<file path="src/rtl/halfword_serializer_pkg.sv">
// Shared constants, phase encoding and pointer-width helper for the halfword link transmitter.
`ifndef DH
`define DH
`endif

package halfword_serializer_pkg;

  localparam int HALF_W = 16;
  localparam int WORD_W = 32;

  typedef enum logic {
    PHASE_HIGH = 1'b0,
    PHASE_LOW  = 1'b1
  } phase_e;

  function automatic int clog2(input int value);
    int result;
    result = 0;
    while ((1 << result) < value) begin
      result++;
    end
    return result;
  endfunction

endpackage

</file>
<file path="src/rtl/halfword_serializer_fifo.sv">
// Generic single-clock word FIFO with wrap-bit pointers; storage and full/empty flags only.
`ifndef DH
`define DH
`endif

module sync_word_fifo
  import halfword_serializer_pkg::*;
#(
  parameter int DEPTH = 2,
  parameter int WIDTH = WORD_W
) (
  input  logic             clk,
  input  logic             rst_n,
  input  logic             push_i,
  input  logic [WIDTH-1:0] wdata_i,
  input  logic             pop_i,
  output logic [WIDTH-1:0] rdata_o,
  output logic             full_o,
  output logic             empty_o
);

  localparam int AW = clog2(DEPTH);
  localparam int PW = AW + 1;

  logic [WIDTH-1:0] mem_q [DEPTH];
  logic [PW-1:0]    head_q, head_d;
  logic [PW-1:0]    tail_q, tail_d;
  logic             pushEn, popEn;

  // Same slot with opposite wrap bits means the writer has lapped the reader.
  assign full_o  = (head_q[AW-1:0] == tail_q[AW-1:0]) && (head_q[AW] != tail_q[AW]);
  assign empty_o = (head_q == tail_q);
  assign pushEn  = push_i & ~full_o;
  assign popEn   = pop_i & ~empty_o;
  assign rdata_o = mem_q[tail_q[AW-1:0]];

  always_comb begin
    head_d = head_q;
    tail_d = tail_q;
    if (pushEn) begin
      head_d = head_q + PW'(1);
    end
    if (popEn) begin
      tail_d = tail_q + PW'(1);
    end
  end

  always_ff @(posedge clk) begin
    if (!rst_n) begin
      head_q <= `DH '0;
      tail_q <= `DH '0;
      for (int i = 0; i < DEPTH; i++) begin
        mem_q[i] <= `DH '0;
      end
    end else begin
      head_q <= `DH head_d;
      tail_q <= `DH tail_d;
      if (pushEn) begin
        mem_q[head_q[AW-1:0]] <= `DH wdata_i;
      end
    end
  end

endmodule

</file>
<file path="src/rtl/halfword_serializer.sv">
// Word-to-halfword serializer: buffers 32-bit words and emits each as high then low halfword.
`ifndef DH
`define DH
`endif

module halfword_serializer
  import halfword_serializer_pkg::*;
#(
  parameter int DEPTH = 2
) (
  input  logic              clk,
  input  logic              rst_n,
  input  logic [WORD_W-1:0] i_data,
  input  logic              i_valid,
  output logic              o_stall,
  output logic [HALF_W-1:0] o_data,
  output logic              o_valid_high,
  output logic              o_valid_low,
  input  logic              i_stall
);

  phase_e            phase_q, phase_d;
  logic [WORD_W-1:0] headWord;
  logic              fifoFull, fifoEmpty;
  logic              push, popHalf, popWord;

  assign push    = i_valid & ~fifoFull;
  assign popHalf = (o_valid_high | o_valid_low) & ~i_stall;
  assign popWord = popHalf & (phase_q == PHASE_LOW);

  sync_word_fifo #(
    .DEPTH (DEPTH),
    .WIDTH (WORD_W)
  ) u_fifo (
    .clk     (clk),
    .rst_n   (rst_n),
    .push_i  (push),
    .wdata_i (i_data),
    .pop_i   (popWord),
    .rdata_o (headWord),
    .full_o  (fifoFull),
    .empty_o (fifoEmpty)
  );

  always_comb begin
    phase_d = phase_q;
    if (popHalf) begin
      phase_d = (phase_q == PHASE_HIGH) ? PHASE_LOW : PHASE_HIGH;
    end
  end

  // Phase is cleared on reset so a half-sent word never leaves a stale low half pending.
  always_ff @(posedge clk) begin
    if (!rst_n) begin
      phase_q <= `DH PHASE_HIGH;
    end else begin
      phase_q <= `DH phase_d;
    end
  end

  assign o_stall      = fifoFull;
  assign o_valid_high = ~fifoEmpty & (phase_q == PHASE_HIGH);
  assign o_valid_low  = ~fifoEmpty & (phase_q == PHASE_LOW);
  assign o_data       = (phase_q == PHASE_LOW) ? headWord[HALF_W-1:0] : headWord[WORD_W-1:HALF_W];

endmodule
</file>
<file path="config.mk">
export PLATFORM = sky130hd
export DESIGN_NAME = halfword_serializer
export DESIGN_NICKNAME = d
export VERILOG_FILES = /design/src/rtl/halfword_serializer_pkg.sv /design/src/rtl/halfword_serializer_fifo.sv /design/src/rtl/halfword_serializer.sv
export SDC_FILE = /design/constraint.sdc
export NUM_CORES = 1
export LEC_CHECK = 0
export CAP_MARGIN = 5
export CORE_ASPECT_RATIO = 0.8
export CORE_MARGIN = 10
export CORE_UTILIZATION = 45
export DETAILED_ROUTE_END_ITERATION = 10
export PLACE_DENSITY = 0.7
export SYNTH_ARGS = -nofsm -noshare
export SYNTH_HDL_FRONTEND = slang
export SYNTH_SLANG_ARGS = --single-unit
</file>
<file path="constraint.sdc">
create_clock -name clk -period 10.61 [get_ports clk]
set_input_delay 3.183 -clock clk [delete_from_list [all_inputs] [get_ports clk]]
set_output_delay 3.183 -clock clk [all_outputs]
set_load 0.005 [all_outputs]
</file>
**Yosys cells after proc, flatten, opt, wreduce, memory -nomap -nowiden**

Memories as Yosys holds them, arrays and structs flattened. A register that Yosys moved wholly into a read port is not among the register bits.
Index checks and enable logic that the tools add are counted.

- Register bits: 5
- Memory bits (writable): 64
- Bits of input ports: 36
- Logic and storage cells: 34
- Memories kept: 1

- Add/subtract/negate cells: 2
- Equal/unequal tests: 3
- Multiplexer cells: 11
- Bitwise operators: 12
- Reductions and logical operators: 2

Memories:

| name | depth | width | rd ports | clocked after Yosys merged registers in | write ports | RTL line | RTL |
|---|---|---|---|---|---|---|---|
| u_fifo.mem_q | 2 | 32 | 1 | 1 | 2 | halfword_serializer_fifo.sv:25 | `logic [WIDTH-1:0] mem_q [DEPTH];` |

Operator list:

| operator | number |
|---|---|
| $mux W32 | 1 |
| $reduce_or A32 Y1 | 1 |
| $mux W16 | 1 |
| $mux W1 | 9 |
| $and A1 B1 Y1 | 7 |
| $add A2 B1 Y2 const B | 2 |
| $not A1 Y1 | 4 |
| $eq A2 B2 Y1 | 1 |
| $eq A1 B1 Y1 | 1 |
| $logic_and A1 B1 Y1 | 1 |
| $ne A1 B1 Y1 | 1 |
| $or A1 B1 Y1 | 1 |

**Depth between registers and ports, before layout**

Gate-level depths: netlist (run 1).

- Word-level depth: 10
- Mapped depth: 5
- Depth with buffers taken out: 3

**Cells and area by module**

From an unflattened synthesis (run 1), not the netlist that was laid out.

- Cells, all modules: 265
- Area, all modules: 3329.4 um^2

Modules (own cells, without submodules):

| module | times used | cells each | area each (um^2) |
|---|---|---|---|
| sync_word_fifo | 1 | 239 | 3024.2 |
| halfword_serializer | 1 | 26 | 305.3 |

**Least setup slack after synthesis (run 1)**

No wires, ideal clock.

- Path type: input -> register
- From: input i_valid
- To: memory u_fifo.mem_q[0][0] (netlist bit) (enable)
- Library setup time: 0.466 ns
- Data arrival time: 5.581 ns
- Required time: 10.144 ns
- Setup slack: 4.564 ns
- Cell stages on the path: 2
- Cells stage by stage: o21ai_0 > o21ai_0

RTL lines:

| element | RTL line | RTL |
|---|---|---|
| start: declaration | halfword_serializer.sv:14 | `input logic i_valid,` |
| end: declaration | halfword_serializer_fifo.sv:25 |  |

==> Flow_metrics.wiki, run 1 <==
{| class="wikitable"
! Metric !! Value
|-
| Number of DRC markers in iteration 0 || 88
|-
| Count of unresolved DRC violations after routing || 0
|-
| Vertical die dimension || 94.2 um
|-
| #FFs+latches synth || 70
|-
| Number of instances in the synthesized netlist || 199
|-
| Seq pwr share || 0.564
|-
| Most frequent standard cell in the layout excluding fill and tap cells || and2_1
|-
| Number of standard cells in the layout, taps in and fillers out || 341
|-
| Clock transition at the register clock pins on the worst setup and hold paths after CTS || 0.07 ns
|-
| CTS max path bufs || 2
|-
| Max H-tree Level || 3
|-
| Filler cell count || roughly 550
|-
| Finished Core Util || 0.595
|-
| IO Pins || 55
|-
| Most frequently used flop master after synthesis || edfxtp_1
|-
| Final-report setup violation count || 0
|-
| Post-synth design cell area || 0.00309 mm2
|-
| Average via count per standard cell || 5.19
|-
| Area of the core || between 0.006 and 0.007 mm2
|-
| Sequential cell area fraction in the yosys report || 0.660
|-
| Max cap viols || 0
|-
| Number of hold violations in the final report || 0
|-
| Share of cell area taken by muxes after synthesis || 0.123
|-
| Maximum number of pins on one net before global-route repair || 34
|-
| CTS tree || done
|-
| Clock Skews || 0.00417 ns
|-
| RSZ-0062 raised after global routing || no
|-
| Category of the worst setup path capture point || output port
|-
| Routability-driven placement congestion ratio || 0.751
|-
| Max Transition Viols Final || 0
|-
| Average cell area after synthesis || roughly 16 um2
|-
| Setup fix buffers added after clock tree synthesis || 0
|-
| Total vias in the final route || 1,770
|-
| Sum of overflow across all layers after global routing || 0
|-
| Warnings, synthesis || 0
|-
| Worst vdd ir || about 0.084 mV
|-
| Leakage power total || 1.40 nW
|-
| Cells along the critical path || mux4_2, clkdlybuf4s50_1
|-
| Post-synth net total || 235
|-
| Root Driver || clkbuf_8
|-
| Ratio of cells with drive above 1 in the final layout || 0.144
|-
| Fin area || 0.00389 mm2
|-
| Class of the most critical setup path || register to output port
|-
| Die width || 113 um
|-
| Final routed wirelength across all metal layers || 5.96 mm
|-
| Critical path's largest stage delay || 1.07 ns
|-
| Number of different library cells in the post-synthesis netlist || 24
|-
| Int Power || 0.460 mW
|-
| Via count of the first global-routing pass || 1,923
|-
| Placement row count || 26
|-
| Number of cells after detailed placement || roughly 330
|-
| Global-route wire length before repair || 9.81 mm
|-
| Multi-input logic area || 0.00102 mm2
|-
| Number of antenna violations at the first check in global routing || 0
|-
| Port Buffer Count || 54
|-
| Setup TNS || 0 ns
|-
| Outcome || complete, no violations
|-
| Die footprint || 0.0106 mm2
|-
| Switch share || 0.235
|-
| Antenna cell count || 0
|-
| Leading cell types in the layout, fill and taps excluded || and2_1, edfxtp_1, clkdlybuf4s50_1, mux4_2, clkbuf_8
|-
| Slowest-stage cell, CP || dfxtp_1
|-
| Clock network latency to the later pin of the worst-skew pair || 0.34 ns
|-
| Combinational power share || 0.138
|-
| Total iterations of the first detailed-routing run || 5
|-
| Worst reg2reg startpoint || u_fifo.tail_q[1]$_SDFFE_PN0P_
|-
| Post-synthesis xor/xnor area fraction || 0.0113
|-
| Final critical-path share of the clock period || 0.537
|-
| Type of element launching the critical path || register
|-
| Post-detailed-route wirelength per cell || 17.5 um
|-
| Total of cells resized after clock tree synthesis || 0
|-
| Synth Area in Simple Gates || 0.151
|-
| Largest family of logic cells by synthesized area || simple AND/OR/NAND/NOR gates
|-
| Shortest clock period the worst path allows after layout || 5.70 ns
|-
| Asr flop ratio synth || 0
|-
| Initial Utilization || 0.473
|-
| Startpoint of the worst hold path || u_fifo.tail_q[1]$_SDFFE_PN0P_
|-
| Met3 routed WL || 532 um
|-
| Layout overhead on the synthesized area || 25.8%
|-
| Share of power burned in the clock network || 0.298
|-
| Required time at the endpoint of the critical path || between 7 and 8 ns
|-
| Post-cts hold buffer count || 0
|-
| Least-Margin Pin Slew || 1.13 ns
|-
| Post-synthesis compound-gate area fraction || 0.0344
|-
| Worst min-delay path class || register to register
|-
| Top fanout value on the critical path || 16
|-
| Gr usage total || 0.119
|-
| Switching power total || approximately 0.14 mW
|-
| Max_slew headroom || 0.247
|-
| Number of buffers added by the clock tree synthesis step || 9
|-
| Peak clock frequency supported by timing || 176 MHz
|-
| Routed length on met2 || 2.92 mm
|-
| HPWL after detailed placement || 3.78 mm
|-
| TritonCTS Sinks || 70
|-
| CP arrival || 2.51 ns
|-
| Highest routed metal layer || met4
|-
| EDFF count, synth || 64
|-
| Area of placed instances || 0.00372 mm2
|-
| Area share of fa/ha/maj cells after synthesis || 0
|-
| Wl on met1 || 2.43 mm
|-
| Register Area || 0.00204 mm2
|-
| Final ANT Viol Nets || 0
|-
| Pwr Density || 155 mW/mm2
|-
| Final net count || 288
|}
## layout make-up
class / count / share of cell area
clock buffers: 9 / 0.0318
clock inverters: 7 / 0.0106
multi-input cells: 114 / 0.263
flip-flops and latches: 70 / 0.525
inverters: 2 / 0.00193
repair buffers: 55 / 0.141
well taps: 84 / 0.0270
## through the flow
| step | hold WS, ns | power, mW | setup slack (ns) |
|---|---|---|---|
| global placement | 0.532 | 0.428 | 5.12 |
| finish | 0.549 | 0.601 | 4.91 |
| detailed placement | 0.540 | 0.430 | 5.07 |
| global route | 0.567 | 0.632 | 4.68 |
| CTS | 0.550 | 0.611 | 4.81 |
| floorplan | 0.503 | 0.380 | 4.56 |
## per-layer routing
metal / track usage / up-vias
li1: - / 837
met1: 0.137 / 863
met2: 0.192 / 64
met3: 0.0549 / 6
met4: 0.0411 / 0
met5: 0 / -
## sequential cells by signal, indices dropped and copies added, names as in the netlist, named ones only
register	cells
u_fifo.mem_q	64
u_fifo.head_q	2
phase_q	1
u_fifo.tail_q	2
## final timing paths
path                                            end  slack (ns)  depth (start not counted)
setup / recovery                         o_data[14]        4.91                          2
hold / removal        u_fifo.tail_q[1]$_SDFFE_PN0P_        0.55                          2
setup reg to reg  u_fifo.mem_q[0][21]$_SDFFCE_PN0P_        8.15                          3
hold reg to reg       u_fifo.tail_q[1]$_SDFFE_PN0P_        0.55                          2
## cell families (layout without fill, tap and decap cells)
group	after synthesis	count (layout)
xor+xnor	4	4
flops	70	70
compound gates	15	15
buf+inv	15	73
mux	18	18
simple gates	77	77
## synth_stat cells, drive strengths merged, types with 2 or more instances
library cell	count	area share
mux4	16	0.12
nand2	5	0.0061
dfxtp	6	0.039
inv	2	0.0024
nand3	3	0.0049
and2	65	0.13
o21ai	4	0.0065
buf	5	0.0081
a21oi	5	0.0081
xor2	2	0.0057
mux2i	2	0.0065
xnor2	2	0.0057
edfxtp	64	0.62
clkbuf	8	0.0097
## critical path: cells and delay by family, from the launching register on
kind / cells / cell delay [ns]
buf+inv: 1 / 0.47
flops: 1 / 1.07
mux: 1 / 0.63
## power groups by stage
stage                     logic [mW]  clock network (mW)  registers, mW
after floorplan               0.0436                   0          0.337
after global placement        0.0838                   0          0.344
after detailed placement      0.0846                   0          0.345
after CTS                     0.0850               0.186          0.339
after global routing          0.0907               0.199          0.342
final                         0.0829               0.179          0.339
Power figures use the tool's default switching activity.
==> run 2, diff against run 1 <==
==> constraint.sdc (replaced) <==
create_clock -name clk -period 5.77 [get_ports clk]
set_input_delay 1.731 -clock clk [delete_from_list [all_inputs] [get_ports clk]]
set_output_delay 1.731 -clock clk [all_outputs]
set_load 0.005 [all_outputs]
==> Flow_metrics.wiki, run 2 (synthesis results as in run 1) <==
{| class="wikitable"
! Metric !! Value
|-
| Most utilized layer in the global route result || met2
|-
| Met3 track demand over resource || 0.0575 (+0.00255)
|-
| Leading cell types in the layout, fill and taps excluded || and2_1, edfxtp_1, clkdlybuf4s50_1, mux4_2, clkbuf_8
|-
| Maximum number of pins on one net before global-route repair || 34 (unchanged)
|-
| Clock Skews || 0.00694 ns (+0.00277 ns)
|-
| Post-detailed-route wirelength per cell || 17.5 um (-0.13%)
|-
| Number of standard cells in the layout, taps in and fillers out || 341 (unchanged)
|-
| Worst vdd ir || 0.177 mV (+110%)
|-
| Final net count || 288 (unchanged)
|-
| Filler cell count || 538 (-1.5%)
|-
| Die footprint || 0.0106 mm2 (unchanged)
|-
| CTS tree || done
|-
| Average via count per standard cell || 5.18 (-0.23%)
|-
| HPWL after detailed placement || 3.78 mm (unchanged)
|-
| Layout overhead on the synthesized area || 26.5%
|-
| Initial Utilization || 0.473 (unchanged)
|-
| Clock network latency to the later pin of the worst-skew pair || 0.34 ns (about the same)
|-
| Root Driver || clkbuf_8
|-
| Port Buffer Count || 54 (unchanged)
|-
| TritonCTS Sinks || 70 (unchanged)
|-
| CTS max path bufs || 2 (unchanged)
|-
| Cells along the critical path || mux4_2, clkdlybuf4s50_1
|-
| Sum of overflow across all layers after global routing || 0 (unchanged)
|-
| RSZ-0062 raised after global routing || no
|-
| Clock transition at the register clock pins on the worst setup and hold paths after CTS || 0.07 ns (about the same)
|-
| Max_slew headroom || 0.259 (+0.0119)
|-
| Max H-tree Level || 3 (unchanged)
|-
| Registers with the most flip-flops || u_fifo.mem_q x64, u_fifo.head_q x2, u_fifo.tail_q x2
|-
| Count of cells along the worst hold path || 2 (unchanged)
|-
| Number of cells after detailed placement || 325 (unchanged)
|-
| Via count of the first global-routing pass || 1,892 (-1.6%)
|-
| Gr usage total || 0.118 (-0.000998)
|-
| Most frequent standard cell in the layout excluding fill and tap cells || and2_1
|-
| Placement row count || 26 (unchanged)
|-
| Number of hold violations in the final report || 0 (unchanged)
|-
| Area of the core || 0.00654 mm2 (unchanged)
|-
| Vertical die dimension || 94.2 um (unchanged)
|-
| Outcome || complete, no violations
|-
| Final critical-path setup slack || 1.54 ns (-3.37 ns)
|-
| Global Route met2 Usage || 0.192 (+0.000479)
|-
| Final critical-path share of the clock period || 0.733
|-
| Class of the most critical setup path || register to output port
|-
| Critical path's largest stage delay || 1.06 ns (about the same)
|-
| Final-report setup violation count || 0 (unchanged)
|-
| Worst slack at placement || 1.68 ns (-3.38 ns)
|-
| Number of antenna violations at the first check in global routing || 0 (unchanged)
|-
| Worst reg-to-reg path cell count || 3 (unchanged)
|-
| Routability-driven placement congestion ratio || 0.751 (about the same)
|-
| Number of DRC markers in iteration 0 || 98 (+11%)
|-
| Max cap viols || 0 (unchanged)
|-
| Met1 Use GR || 0.132 (-0.00485)
|-
| Peak clock frequency supported by timing || 236 MHz
|-
| Slowest-stage cell, CP || dfxtp_1
|-
| Number of buffers added by the clock tree synthesis step || 9 (unchanged)
|-
| IO Pins || 55 (unchanged)
|-
| Final routed wirelength across all metal layers || 5.95 mm (-0.13%)
|-
| Category of the worst setup path capture point || output port
|-
| Post-cts hold buffer count || 0 (unchanged)
|-
| Worst min-delay path class || register to register
|-
| Total iterations of the first detailed-routing run || 4 (-1)
|-
| Register with the most flip-flops || u_fifo.mem_q
|-
| Ratio of cells with drive above 1 in the final layout || 0.144 (unchanged)
|-
| Global-route wire length before repair || 9.76 mm (-0.56%)
|-
| Final ANT Viol Nets || 0 (unchanged)
|-
| Max Transition Viols Final || 0 (unchanged)
|-
| Die width || 113 um (unchanged)
|-
| Worst Hold Margin || 0.544 ns (-0.00585 ns)
|-
| CP arrival || 2.50 ns (about the same)
|-
| Setup TNS || 0 ns (unchanged)
|-
| Pwr Density || 294 mW/mm2 (+90%)
|-
| Total vias in the final route || 1,766 (-0.23%)
|-
| Flip-flop count of the largest register after layout || 64 (unchanged)
|-
| Setup fix buffers added after clock tree synthesis || 0 (unchanged)
|-
| Least-Margin Pin Slew || 1.11 ns (-0.0178 ns)
|-
| Antenna cell count || 0 (unchanged)
|-
| Required time at the endpoint of the critical path || 4.04 ns (-3.39 ns)
|-
| Shortest clock period the worst path allows after layout || between 4 and 5 ns
|-
| Total of cells resized after clock tree synthesis || 0 (unchanged)
|-
| Count of unresolved DRC violations after routing || 0 (unchanged)
|-
| Type of element launching the critical path || register
|-
| Top fanout value on the critical path || 16 (unchanged)
|-
| Leakage power total || 1.42 nW (+1.3%)
|}
run 2: through the flow:
stage                      util  power (mW)  area (um2)
final                     0.599        1.15        3910
after global placement    0.570       0.787        3720
after detailed placement  0.570       0.791        3720
after global routing      0.599        1.21        3910
after floorplan               -       0.699        3090
after CTS                 0.599        1.17        3910
run 2: layout make-up:
class | instances | area (um2) | area share
multi-input combinational | 114 | 1020 | 0.261
tap | 84 | 105 | 0.0269
sequential | 70 | 2040 | 0.522
inverter | 2 | 7.51 | 0.00192
clock buffer | 9 | 124 | 0.0316
clock inverter | 7 | 65.1 | 0.0166
timing repair buffer | 55 | 548 | 0.140
run 2: path summary, 6_finish.rpt:
kind | from | endpoint | slack (ns)
setup / recovery | register | o_data[1] | 1.54
setup reg to reg | u_fifo.tail_q[1]$_SDFFE_PN0P_ | u_fifo.mem_q[0][31]$_SDFFCE_PN0P_ | 3.37
hold reg to reg | u_fifo.tail_q[1]$_SDFFE_PN0P_ | u_fifo.tail_q[1]$_SDFFE_PN0P_ | 0.54
hold / removal | u_fifo.tail_q[1]$_SDFFE_PN0P_ | u_fifo.tail_q[1]$_SDFFE_PN0P_ | 0.54
run 2: report_power, final:
group	switching, mW	leakage, nW	internal [mW]	total, mW
Sequential	0.0232	0.730	0.600	0.623
Combinational	0.0579	0.592	0.0945	0.152
Clock	0.179	0.0964	0.196	0.375
Total	0.260	1.42	0.890	1.15
run 2: routing by layer:
layer / up-vias / wire length (um) / share of wire
li1: 838 / - / -
met1: 875 / 2490 / 0.42
met2: 51 / 2980 / 0.50
met3: 2 / 436 / 0.073
met4: 0 / 48 / 0.0081
met5: - / 0 / 0
run 2: worst max-delay path, delay by kind of cell, from the launching register on:
family,cells,cell delay (ns)
flops,1,1.06
mux,1,0.62
buf+inv,1,0.48
==> run 3, diff against run 2 <==
==> constraint.sdc (replaced) <==
create_clock -name clk -period 3.95 [get_ports clk]
set_input_delay 1.185 -clock clk [delete_from_list [all_inputs] [get_ports clk]]
set_output_delay 1.185 -clock clk [all_outputs]
set_load 0.005 [all_outputs]
==> Flow_metrics.wiki, run 3 (synthesis results as in run 1) <==
{| class="wikitable"
! Metric !! Value
|-
| RSZ-0062 raised after global routing || no
|-
| Max cap viols || 0 (unchanged)
|-
| Worst slack at placement || 0.883 ns (-0.801 ns)
|-
| Layout overhead on the synthesized area || 27.1%
|-
| Flip-flop count of the largest register after layout || 64 (unchanged)
|-
| Int Power || 1.24 mW (+39%)
|-
| CP arrival || 2.22 ns (-0.28 ns)
|-
| Final critical-path setup slack || 0.546 ns (-0.996 ns)
|-
| Vertical die dimension || 94.2 um (unchanged)
|-
| Class of the most critical setup path || register to output port
|-
| Worst Hold Margin || 0.540 ns (-0.00330 ns)
|-
| CTS max path bufs || 2 (unchanged)
|-
| Routability-driven placement congestion ratio || 0.761 (+1.3%)
|-
| Multi-input logic area || 0.00102 mm2 (unchanged)
|-
| Highest routed metal layer || met4
|-
| Routed length on met2 || 2.93 mm (-1.6%)
|-
| Area of placed instances || 0.00377 mm2 (+1.3%)
|-
| Register with the most flip-flops || u_fifo.mem_q
|-
| Root Driver || clkbuf_8
|-
| Max_slew headroom || 0.375 (+0.117)
|-
| Sum of overflow across all layers after global routing || 0 (unchanged)
|-
| Outcome || complete, no violations
|-
| Share of power burned in the clock network || 0.292 (-0.034)
|-
| Total vias in the final route || 1,797 (+1.8%)
|-
| Number of hold violations in the final report || 0 (unchanged)
|-
| Placement row count || 26 (unchanged)
|-
| Total of cells resized after clock tree synthesis || 0 (unchanged)
|-
| Maximum number of pins on one net before global-route repair || 33 (-2.9%)
|-
| Area of the core || 0.00654 mm2 (unchanged)
|-
| Number of standard cells in the layout, taps in and fillers out || 346 (+1.5%)
|-
| Initial Utilization || 0.473 (unchanged)
|-
| Post-cts hold buffer count || 0 (unchanged)
|-
| Total power consumption of the routed design || 1.61 mW (+40%)
|-
| Wl on met1 || 2.65 mm (+6.4%)
|-
| Registers with the most flip-flops || u_fifo.mem_q x64, u_fifo.head_q x2, u_fifo.tail_q x2
|-
| Worst min-delay path class || register to register
|-
| Fin area || 0.00393 mm2 (+0.48%)
|-
| Top fanout value on the critical path || 20 (+4)
|-
| Count of cells along the worst hold path || 2 (unchanged)
|-
| Antenna cell count || 0 (unchanged)
|-
| Ratio of cells with drive above 1 in the final layout || 0.149 (+0.00489)
|-
| Seq pwr share || 0.564 (+0.023)
|-
| Gr usage total || 0.121 (+0.00284)
|-
| Final net count || 293 (+1.7%)
|-
| Worst reg-to-reg path cell count || 4 (+1)
|-
| Max H-tree Level || 3 (unchanged)
|-
| Leakage power total || 1.43 nW (+0.94%)
|-
| Clock transition at the register clock pins on the worst setup and hold paths after CTS || 0.07 ns (about the same)
|-
| Least-Margin Pin Slew || 0.936 ns (-0.173 ns)
|-
| Final critical-path share of the clock period || 0.862
|-
| Required time at the endpoint of the critical path || 2.76 ns (-1.28 ns)
|-
| Type of element launching the critical path || register
|-
| Finished Core Util || 0.601 (+0.00287)
|-
| Clock Skews || 0.00936 ns (+0.00242 ns)
|-
| Register Area || 0.00204 mm2 (unchanged)
|-
| Number of antenna violations at the first check in global routing || 0 (unchanged)
|-
| Average via count per standard cell || 5.19 (+0.28%)
|-
| CTS tree || done
|-
| Port Buffer Count || 54 (unchanged)
|-
| Final ANT Viol Nets || 0 (unchanged)
|-
| Global-route wire length before repair || 10.0 mm (+2.8%)
|-
| Via count of the first global-routing pass || 1,991 (+5.2%)
|-
| Post-detailed-route wirelength per cell || 17.5 um (+0.13%)
|-
| Total iterations of the first detailed-routing run || 4 (unchanged)
|-
| Pwr Density || 409 mW/mm2 (+39%)
|-
| Combinational power share || 0.145 (+0.012)
|-
| Switch share || 0.228 (+0.00229)
|-
| Leading cell types in the layout, fill and taps excluded || and2_1, edfxtp_1, clkdlybuf4s50_1, mux4_2, clkbuf_8
|-
| Final routed wirelength across all metal layers || 6.05 mm (+1.6%)
|-
| Die footprint || 0.0106 mm2 (unchanged)
|-
| Peak clock frequency supported by timing || roughly 300 MHz
|-
| HPWL after detailed placement || 4.02 mm (+6.2%)
|-
| Setup fix buffers added after clock tree synthesis || 0 (unchanged)
|-
| Count of unresolved DRC violations after routing || 0 (unchanged)
|-
| Max Transition Viols Final || 0 (unchanged)
|-
| Die width || 113 um (unchanged)
|-
| Switching power total || 0.367 mW (+41%)
|-
| IO Pins || 55 (unchanged)
|-
| Met3 routed WL || 373 um (-14%)
|-
| Number of DRC markers in iteration 0 || 151 (+54%)
|-
| Filler cell count || 538 (unchanged)
|-
| Category of the worst setup path capture point || output port
|-
| Setup TNS || 0 ns (unchanged)
|-
| Worst vdd ir || 0.199 mV (+12%)
|-
| Number of cells after detailed placement || 330 (+1.5%)
|-
| Final-report setup violation count || 0 (unchanged)
|-
| Most frequent standard cell in the layout excluding fill and tap cells || and2_1
|-
| Shortest clock period the worst path allows after layout || 3.40 ns
|-
| Clock network latency to the later pin of the worst-skew pair || 0.34 ns (about the same)
|-
| Number of buffers added by the clock tree synthesis step || 9 (unchanged)
|-
| TritonCTS Sinks || 70 (unchanged)
|}
run 3: changes by cell type in the layout (fill, tap and decap cells not counted):
cell / before / now
buf_4: 1 / 5
clkbuf_1: 0 / 2
buf_12: 0 / 1
bufinv_16: 1 / 0
clkinv_1: 1 / 2
clkinv_2: 3 / 2
clkinvlp_4: 1 / 0
run 3: power by group through the flow:
stage	clock [mW]	sequential, mW	combinational [mW]
CTS	0.484	0.908	0.239
floorplan	0	0.902	0.118
detailed placement	0	0.924	0.238
global route	0.519	0.914	0.254
finish	0.469	0.906	0.232
global placement	0	0.921	0.235
run 3: final timing paths:
kind | start | endpoint | slack, ns
worst max-delay path | phase_q$_SDFFE_PN0P_ | o_valid_low | 0.55
worst min-delay path | u_fifo.tail_q[1]$_SDFFE_PN0P_ | u_fifo.tail_q[1]$_SDFFE_PN0P_ | 0.54
worst max register to register | u_fifo.tail_q[1]$_SDFFE_PN0P_ | u_fifo.mem_q[0][4]$_SDFFCE_PN0P_ | 1.85
worst min register to register | u_fifo.tail_q[1]$_SDFFE_PN0P_ | u_fifo.tail_q[1]$_SDFFE_PN0P_ | 0.54
run 3: final cells by class:
type / instances / share of cell area
well taps: 84 / 0.0267
repair buffers: 60 / 0.152
clock buffers: 11 / 0.0334
clock inverters: 5 / 0.00668
flip-flops and latches: 70 / 0.519
inverters: 2 / 0.00191
multi-input cells: 114 / 0.260
run 3: critical path: stages, from the launching register on:
cell and delay (ns):
dfxtp_1 0.94, inv_1 0.25, a21oi_1 0.18, clkdlybuf4s50_1 0.52
run 3: metal layers:
metal | up-vias | global-route usage
met5 | - | 0
met4 | 0 | 0.0475
met3 | 7 | 0.0453
met2 | 49 | 0.205
met1 | 892 | 0.135
li1 | 849 | -
